File: src/rtl/pipeline_ctrl_pkg.sv
// pipeline_ctrl_pkg: shared FSM encoding and default widths for the pipeline controller.
package pipeline_ctrl_pkg;
  localparam int REG_IDX_W = 4;
  typedef enum logic {RUN = 1'b0, MEM_WAIT = 1'b1} state_t;
endpackage

File: src/rtl/pipeline_ctrl_hazard_detect.sv
// hazard_detect: combinational load-use comparator; register 0 never hazards.
module hazard_detect
  import pipeline_ctrl_pkg::*;
#(
  parameter int W = REG_IDX_W
) (
  input  logic [W-1:0] rs1,
  input  logic [W-1:0] rs2,
  input  logic [W-1:0] rd,
  input  logic         use_rs1,
  input  logic         use_rs2,
  input  logic         is_load,
  input  logic         wr_reg,
  output logic         hazard
);
  assign hazard = is_load && wr_reg && rd != '0 &&
                  ((use_rs1 && rs1 == rd) || (use_rs2 && rs2 == rd));
endmodule

File: src/rtl/pipeline_ctrl.sv
// pipeline_ctrl: stall/flush controller resolving memory waits, EX redirects and load-use hazards.
module pipeline_ctrl
  import pipeline_ctrl_pkg::*;
#(
  parameter int REG_INDEX_BIT_WIDTH = REG_IDX_W,
  parameter int MEM_TIMEOUT         = 15
) (
  input  logic                           clk,
  input  logic                           reset,
  input  logic [REG_INDEX_BIT_WIDTH-1:0] id_rs1,
  input  logic [REG_INDEX_BIT_WIDTH-1:0] id_rs2,
  input  logic                           id_use_rs1,
  input  logic                           id_use_rs2,
  input  logic [REG_INDEX_BIT_WIDTH-1:0] ex_rd,
  input  logic                           ex_wrReg,
  input  logic                           ex_is_load,
  input  logic                           ex_redirect,
  input  logic                           me_mem_access,
  input  logic                           mem_ack,
  output logic                           mem_req,
  output logic                           pc_wrt_en,
  output logic                           ifid_wrt_en,
  output logic                           idex_wrt_en,
  output logic                           exme_wrt_en,
  output logic                           memwb_wrt_en,
  output logic                           ifid_flush,
  output logic                           idex_flush,
  output logic                           memwb_flush,
  output logic                           mem_err,
  output logic [31:0]                    stall_cycles,
  output logic [15:0]                    flush_count
);
  localparam int CW = $clog2(MEM_TIMEOUT + 1);
  state_t        state;
  logic [CW-1:0] wait_cnt;
  logic          hazard, timeout, freeze, redirect, load_use;
  hazard_detect #(.W(REG_INDEX_BIT_WIDTH)) u_hazard (
    .rs1(id_rs1), .rs2(id_rs2), .rd(ex_rd), .use_rs1(id_use_rs1), .use_rs2(id_use_rs2),
    .is_load(ex_is_load), .wr_reg(ex_wrReg), .hazard(hazard)
  );
  assign timeout  = state == MEM_WAIT && wait_cnt == CW'(MEM_TIMEOUT) && !mem_ack;
  assign freeze   = reset && (state == MEM_WAIT ? !mem_ack && !timeout : me_mem_access && !mem_ack);
  assign redirect = reset && !freeze && ex_redirect;
  // The release cycle out of MEM_WAIT honours a held redirect but never load-use.
  assign load_use = reset && state == RUN && !freeze && !ex_redirect && hazard;
  assign mem_req      = reset && (state == MEM_WAIT || me_mem_access);
  assign pc_wrt_en    = reset && !freeze && !load_use;
  assign ifid_wrt_en  = pc_wrt_en;
  assign idex_wrt_en  = reset && !freeze;
  assign exme_wrt_en  = idex_wrt_en;
  assign memwb_wrt_en = idex_wrt_en;
  assign ifid_flush   = redirect;
  assign idex_flush   = redirect || load_use;
  assign memwb_flush  = freeze;
  always_ff @(posedge clk or negedge reset)
    if (!reset) begin
      state        <= RUN;
      wait_cnt     <= '0;
      mem_err      <= 1'b0;
      stall_cycles <= '0;
      flush_count  <= '0;
    end else begin
      state        <= freeze ? MEM_WAIT : RUN;
      wait_cnt     <= (state == MEM_WAIT && freeze) ? wait_cnt + 1'b1 : '0;
      mem_err      <= mem_err || timeout;
      stall_cycles <= (!pc_wrt_en && stall_cycles != '1) ? stall_cycles + 1'b1 : stall_cycles;
      flush_count  <= (redirect && flush_count != '1) ? flush_count + 1'b1 : flush_count;
    end
endmodule

File: config.mk
export PLATFORM = sky130hd
export DESIGN_NAME = pipeline_ctrl
export DESIGN_NICKNAME = d
export VERILOG_FILES = /design/src/rtl/pipeline_ctrl_pkg.sv /design/src/rtl/pipeline_ctrl_hazard_detect.sv /design/src/rtl/pipeline_ctrl.sv
export SDC_FILE = /design/constraint.sdc
export NUM_CORES = 1
export LEC_CHECK = 0
export CAP_MARGIN = 20
export CORE_MARGIN = 2
export CORE_UTILIZATION = 60
export DETAILED_ROUTE_END_ITERATION = 10
export DONT_BUFFER_PORTS = 1
export PLACE_DENSITY = 0.87
export REMOVE_ABC_BUFFERS = 1
export SYNTH_ARGS = -nofsm -noshare
export SYNTH_HDL_FRONTEND = slang
export SYNTH_HIERARCHICAL = 1
export SYNTH_SLANG_ARGS = --single-unit
File: constraint.sdc
create_clock -name clk -period 2.6 [get_ports clk]
set_input_delay 0.52 -clock clk [delete_from_list [all_inputs] [get_ports clk]]
set_output_delay 0.52 -clock clk [all_outputs]
set_load 0.01 [all_outputs]
* Yosys cells after proc, flatten, opt, wreduce, memory -nomap -nowiden
Cells that the tools add are included. Widths: inputs -> output; s select.
Storage, ports and cells: register bits 54
Cells by class: reductions and logical operators 32, muxes and demuxes 3, add/sub/neg operators 3, eq/ne operators 5, bitwise gates (word level) 1
Operator list (number):
- $add 32x1->32 const B | 1
- $ne 32x32->1 const B | 1
- $logic_and 1x1->1 | 21
- $add 16x1->16 const B | 1
- $ne 16x16->1 const B | 1
- $eq 4x4->1 | 2
- $logic_not 1->1 | 6
- $add 4x1->4 const B | 1
- $eq 4x4->1 const B | 1
- $logic_or 1x1->1 | 4
- $mux 4 | 1
- $reduce_bool 4->1 | 1
- $mux 1 | 2
- $not 1->1 | 1

* Logic depth before layout (Yosys ltp)
Gate-level depths: netlist of run 1.
depth after elaboration 15, gate-level depth with buffers 11, gate-level depth less buffers 10

* Modules after synthesis
The synthesis of run 1 kept the hierarchy.
Modules (own cells, without submodules):
- pipeline_ctrl | cells each 247, times used 1, area an instance 2626.3 sq um
- hazard_detect | cells each 15, times used 1, area an instance 107.6 sq um

* Least setup slack after synthesis of run 1
OpenSTA, ideal clock, no wires.
kind input to register, from input port id_rs1[0], to register stall_cycles[31], data required time 2.475 ns, data arrival time 2.652 ns, path buffers 0, setup time 0.125 ns, stages on the path 10, slack -0.177 ns, cells stage by stage xor2_1 nor3_1 nand3_1 a21oi_1 or3b_1 o211ai_2 inv_4 or4_4 nor3_1 mux2_2
Between the ends: cells in the longest elaborated chain, start to end 9
Ends and longest elaborated chain:
- start: declaration | line pipeline_ctrl.sv:10 | input logic [REG_INDEX_BIT_WIDTH-1:0] id_rs1,
- $eq 4x4->1 | line pipeline_ctrl_hazard_detect.sv:17 | ((use_rs1 && rs1 == rd) || (use_rs2 && rs2 == rd));
- $logic_and 1x1->1 | line pipeline_ctrl_hazard_detect.sv:17
- $logic_or 1x1->1 | line pipeline_ctrl_hazard_detect.sv:17
- $logic_and 1x1->1 | line pipeline_ctrl_hazard_detect.sv:16 | assign hazard = is_load && wr_reg && rd != '0 &&
- named net hazard | line pipeline_ctrl.sv:36 | logic hazard, timeout, freeze, redirect, load_use;
- $logic_and 1x1->1 | line pipeline_ctrl.sv:45 | assign load_use = reset && state == RUN && !freeze && !ex_redirect && hazard;
- $logic_not 1->1 | line pipeline_ctrl.sv:47 | assign pc_wrt_en = reset && !freeze && !load_use;
- $logic_and 1x1->1 | line pipeline_ctrl.sv:47
- named net ifid_wrt_en | line pipeline_ctrl.sv:22 | output logic ifid_wrt_en,
- $logic_not 1->1 | line pipeline_ctrl.sv:66 | stall_cycles <= (!pc_wrt_en && stall_cycles != '1) ? stall_cycles + 1'b1 : stall_cycles;
- $logic_and 1x1->1 | line pipeline_ctrl.sv:66
- end signal: assignment | line pipeline_ctrl.sv:66
- end: declaration | line pipeline_ctrl.sv:30 | output logic [31:0] stall_cycles,
The timed path passes the listed nets, and every way through them passes these cells. A chain may end at the register's enable or synchronous reset.

* Worst setup path after layout of run 1
from input port ex_rd[1], to register stall_cycles[21]
Between the ends: cells in the longest elaborated chain, start to end 9, elaborated cells on any way between the ends 13, classes of those cells eq/ne (2); reduce/logical (11)
Ends and longest elaborated chain:
- start: declaration | line pipeline_ctrl.sv:14 | input logic [REG_INDEX_BIT_WIDTH-1:0] ex_rd,
- $eq 4x4->1 | line pipeline_ctrl_hazard_detect.sv:17
- $logic_and 1x1->1 | line pipeline_ctrl_hazard_detect.sv:17
- $logic_or 1x1->1 | line pipeline_ctrl_hazard_detect.sv:17
- $logic_and 1x1->1 (*) | line pipeline_ctrl_hazard_detect.sv:16
- named net hazard | line pipeline_ctrl.sv:36
- $logic_and 1x1->1 (*) | line pipeline_ctrl.sv:45
- $logic_not 1->1 (*) | line pipeline_ctrl.sv:47
- $logic_and 1x1->1 (*) | line pipeline_ctrl.sv:47
- $logic_not 1->1 (*) | line pipeline_ctrl.sv:66
- $logic_and 1x1->1 (*) | line pipeline_ctrl.sv:66
Mark *: on every way through the listed nets, which the timed path passes. The rest lies on a longest branch.

==> out/results.ini, run 1 <==
[status]
outcome = completed

[yosys]
yosys.area.top_type = dfrtp_1
synthFlopType = dfrtp_1
synth_top_cell_area_share = 0.494
yosys_warnings = 6
synth-edff-count = 0
yosysSeqAreaShare = 0.494
syn-cell-area_mm2 = 0.00273
ys_seq_elements = 54
synth_cells = 262
synthDistinctLibCells = 40
async_flop_share = 1.00
synth.area.top_cells = dfrtp_1, xor2_1, xnor2_1
syn_area_per_cell_um2 = 10.4

[sta]
setup-violations-final = 0
fin_setup_tns_ns = 0
max_slew.worst_pin.slew_ns = 0.661
fin_crit_sh = 0.962
hold_viol = 0
max_slew_margin = 0.556
post-route-min-period_ns = 2.50
fmax_mhz = 400
maxSlewViolCount = 0
fin_worst_skew_ns = 0.0103
fin_ws_ns = 0.0986

[clock_network]
cts.sink_count = 54
cts_buffers = 5
clk-insertion-delay-late_ns = 0.31
cts-htree-levels = 2
path_clk_slew_ns = 0.10
root_buffer = clkbuf_8
cts_buffer_depth = 2
cts_tree = done

[floorplan]
dieHeight_um = 71.5
dieArea_mm2 = 0.00511
coreArea_mm2 = 0.00438
start_util = 0.624
die_w_um = 71.5
io_pins = 79
rows = 24

[detailed_routing]
dr.pass1.iters = 4
wl_per_cell_um = 17.4
vias_per_cell = 6.15
num_vias = 2000
first_iter_violations = 209
ant_nets = 0
drc_errors = 0
wl_mm = 5.66

[cells_and_area]
antenna_cells = 0
multi_input_area_mm2 = 0.00133
final_common_cell = dfrtp_1
area_delta_synth_final_pct = 11.6
instances_no_fill = 325
final_nets = 296
drive_above_1_share = 0.139
seqCellArea_mm2 = 0.00135
final_cell_mix = dfrtp_1, xor2_1, xnor2_1, nand3_1, nor2_1
n_fill_cell = 316

[global_routing]
grt_pass1_wl_mm = 8.94
grt_pass1_vias = 1839
grtUsageTotal = 0.219
grt_antenna_before_repair = 0
overflow = 0
grt_max_degree = 55

[power]
cellPowerDensity_mw_per_mm2 = 688
power_leakage_uw = 0.00130
ir_worst_vdd_mv = 0.366

[worst_setup_path]
crit_end = stall_cycles[21]
r2r_cells = 8
path_cells = xor2_1, nor3_2, nand3_1, a21oi_2, or3b_4, o211ai_4, inv_4, or4_4, buf_12, nor4b_4, xor2_1
path_delay_family = simple AND/OR/NAND/NOR gates
critPathRequiredTime_ns = 2.83
startpoint_type = input pin
worst-path-buf-inv = 2
cp.depth = 11
crit_path_frequent_cell = xor2_1
cp_slowest_cell = or4_4
cp.arrival_ns = 2.73
critical-path-max-stage-delay_ns = 0.53
r2r-end = stall_cycles[21]
r2r_start = wait_cnt[0]
crit_fanout = 5
cp-startpoint = ex_rd[1]
r2r_setup_slack_ns = 0.29
cp-end-kind = register
crit_type = input pin to register

[place]
port-buffer-count = 0
hpwl_mm = 3.87
dp.cells = 315
pre_cts_ws_ns = -0.262
gp_routability_congestion = 0.774

[flow_run]
max-cap-violations = 0

[min_path]
hp-class = input pin to asynchronous set/reset pin

## synthesized netlist by cell type, drive strengths merged, types with 3 or more instances
cell type,n
dfrtp,54
xor2,28
xnor2,26
nand3,22
nor2,19
nand2,18
nor3,17
nand4,13
inv,8
and3,7
buf,7
nor4,4
a21oi,3
a31oi,3
and2,3
and4,3
ha,3
mux2,3
o21ai,3
## kinds of logic after synthesis
kind of cell	synth area share
and+or+nand+nor	0.230
buffers and inverters	0.0334
xor gates and xnor gates	0.173
DFF	0.494
adders and majority gates	0.0137
AOI/OAI and AO/OA	0.0430
muxes	0.0124
## flip-flops by register name (all words and copies together), names as in the netlist
register      cells
wait_cnt          4
stall_cycles     32
mem_err           1
state             1
flush_count      16
## how the worst min path moves through the flow
stage | from | endpoint | slack (ns)
2_1_floorplan | reset | flush_count[0] | 0.22
3_3_place_gp | reset | flush_count[0] | 0.23
3_5_place_dp | reset | flush_count[0] | 0.23
4_1_cts | reset | stall_cycles[9] | 0.06
5_1_grt | reset | wait_cnt[2] | 0.07
6_report | reset | stall_cycles[31] | 0.05
## where the power goes
group	total (uW)	switching, uW	leakage (uW)	internal, uW
sequential	1140	198	0.000688	946
combinational	270	138	0.000543	132
clock	684	274	0.0000714	411
## routing by layer
layer  GRT usage  vias to the layer above  wire, um
met4      0.0860                        0       100
met5           0                        -         0
li1            -                      925         -
met3      0.0647                       11       349
met2       0.340                       75      2830
met1       0.292                      989      2380
## stage by stage
step	hold WS, ns	instance area [um2]	power, uW	util
2_1_floorplan	0.224	2680	1320	-
4_1_cts	0.0600	2990	2100	0.682
3_5_place_dp	0.225	2820	1410	0.643
3_3_place_gp	0.225	2820	1390	0.643
6_report	0.0450	3050	2100	0.696
5_1_grt	0.0687	3050	2190	0.696
## repair_timing
action | CTS | global route
buffers inserted | 0 | 0
resized for setup | 0 | 7
hold endpoints to repair | 54 | 0
setup endpoints to repair | 0 | 14
hold buffers | 1 | 0
## final cells by class
class                   instances  share of cell area
flip-flops and latches         54               0.443
multi-input cells             192               0.435
repair buffers                 11              0.0435
clock buffers                   6              0.0271
well taps                      52              0.0213
clock inverters                 2              0.0197
inverters                       8              0.0107
(Power assumes the default switching activity.)
==> inputs of run 2 (changes only) <==
--- a/config.mk
+++ b/config.mk
@@ -12,6 +12,7 @@
 export DONT_BUFFER_PORTS = 1
 export PLACE_DENSITY = 0.87
 export REMOVE_ABC_BUFFERS = 1
+export SKIP_LAST_GASP = 1
 export SYNTH_ARGS = -nofsm -noshare
 export SYNTH_HDL_FRONTEND = slang
 export SYNTH_HIERARCHICAL = 1
==> results of run 2 <==
Final layout, timing and power as in run 1 (identical DEF).
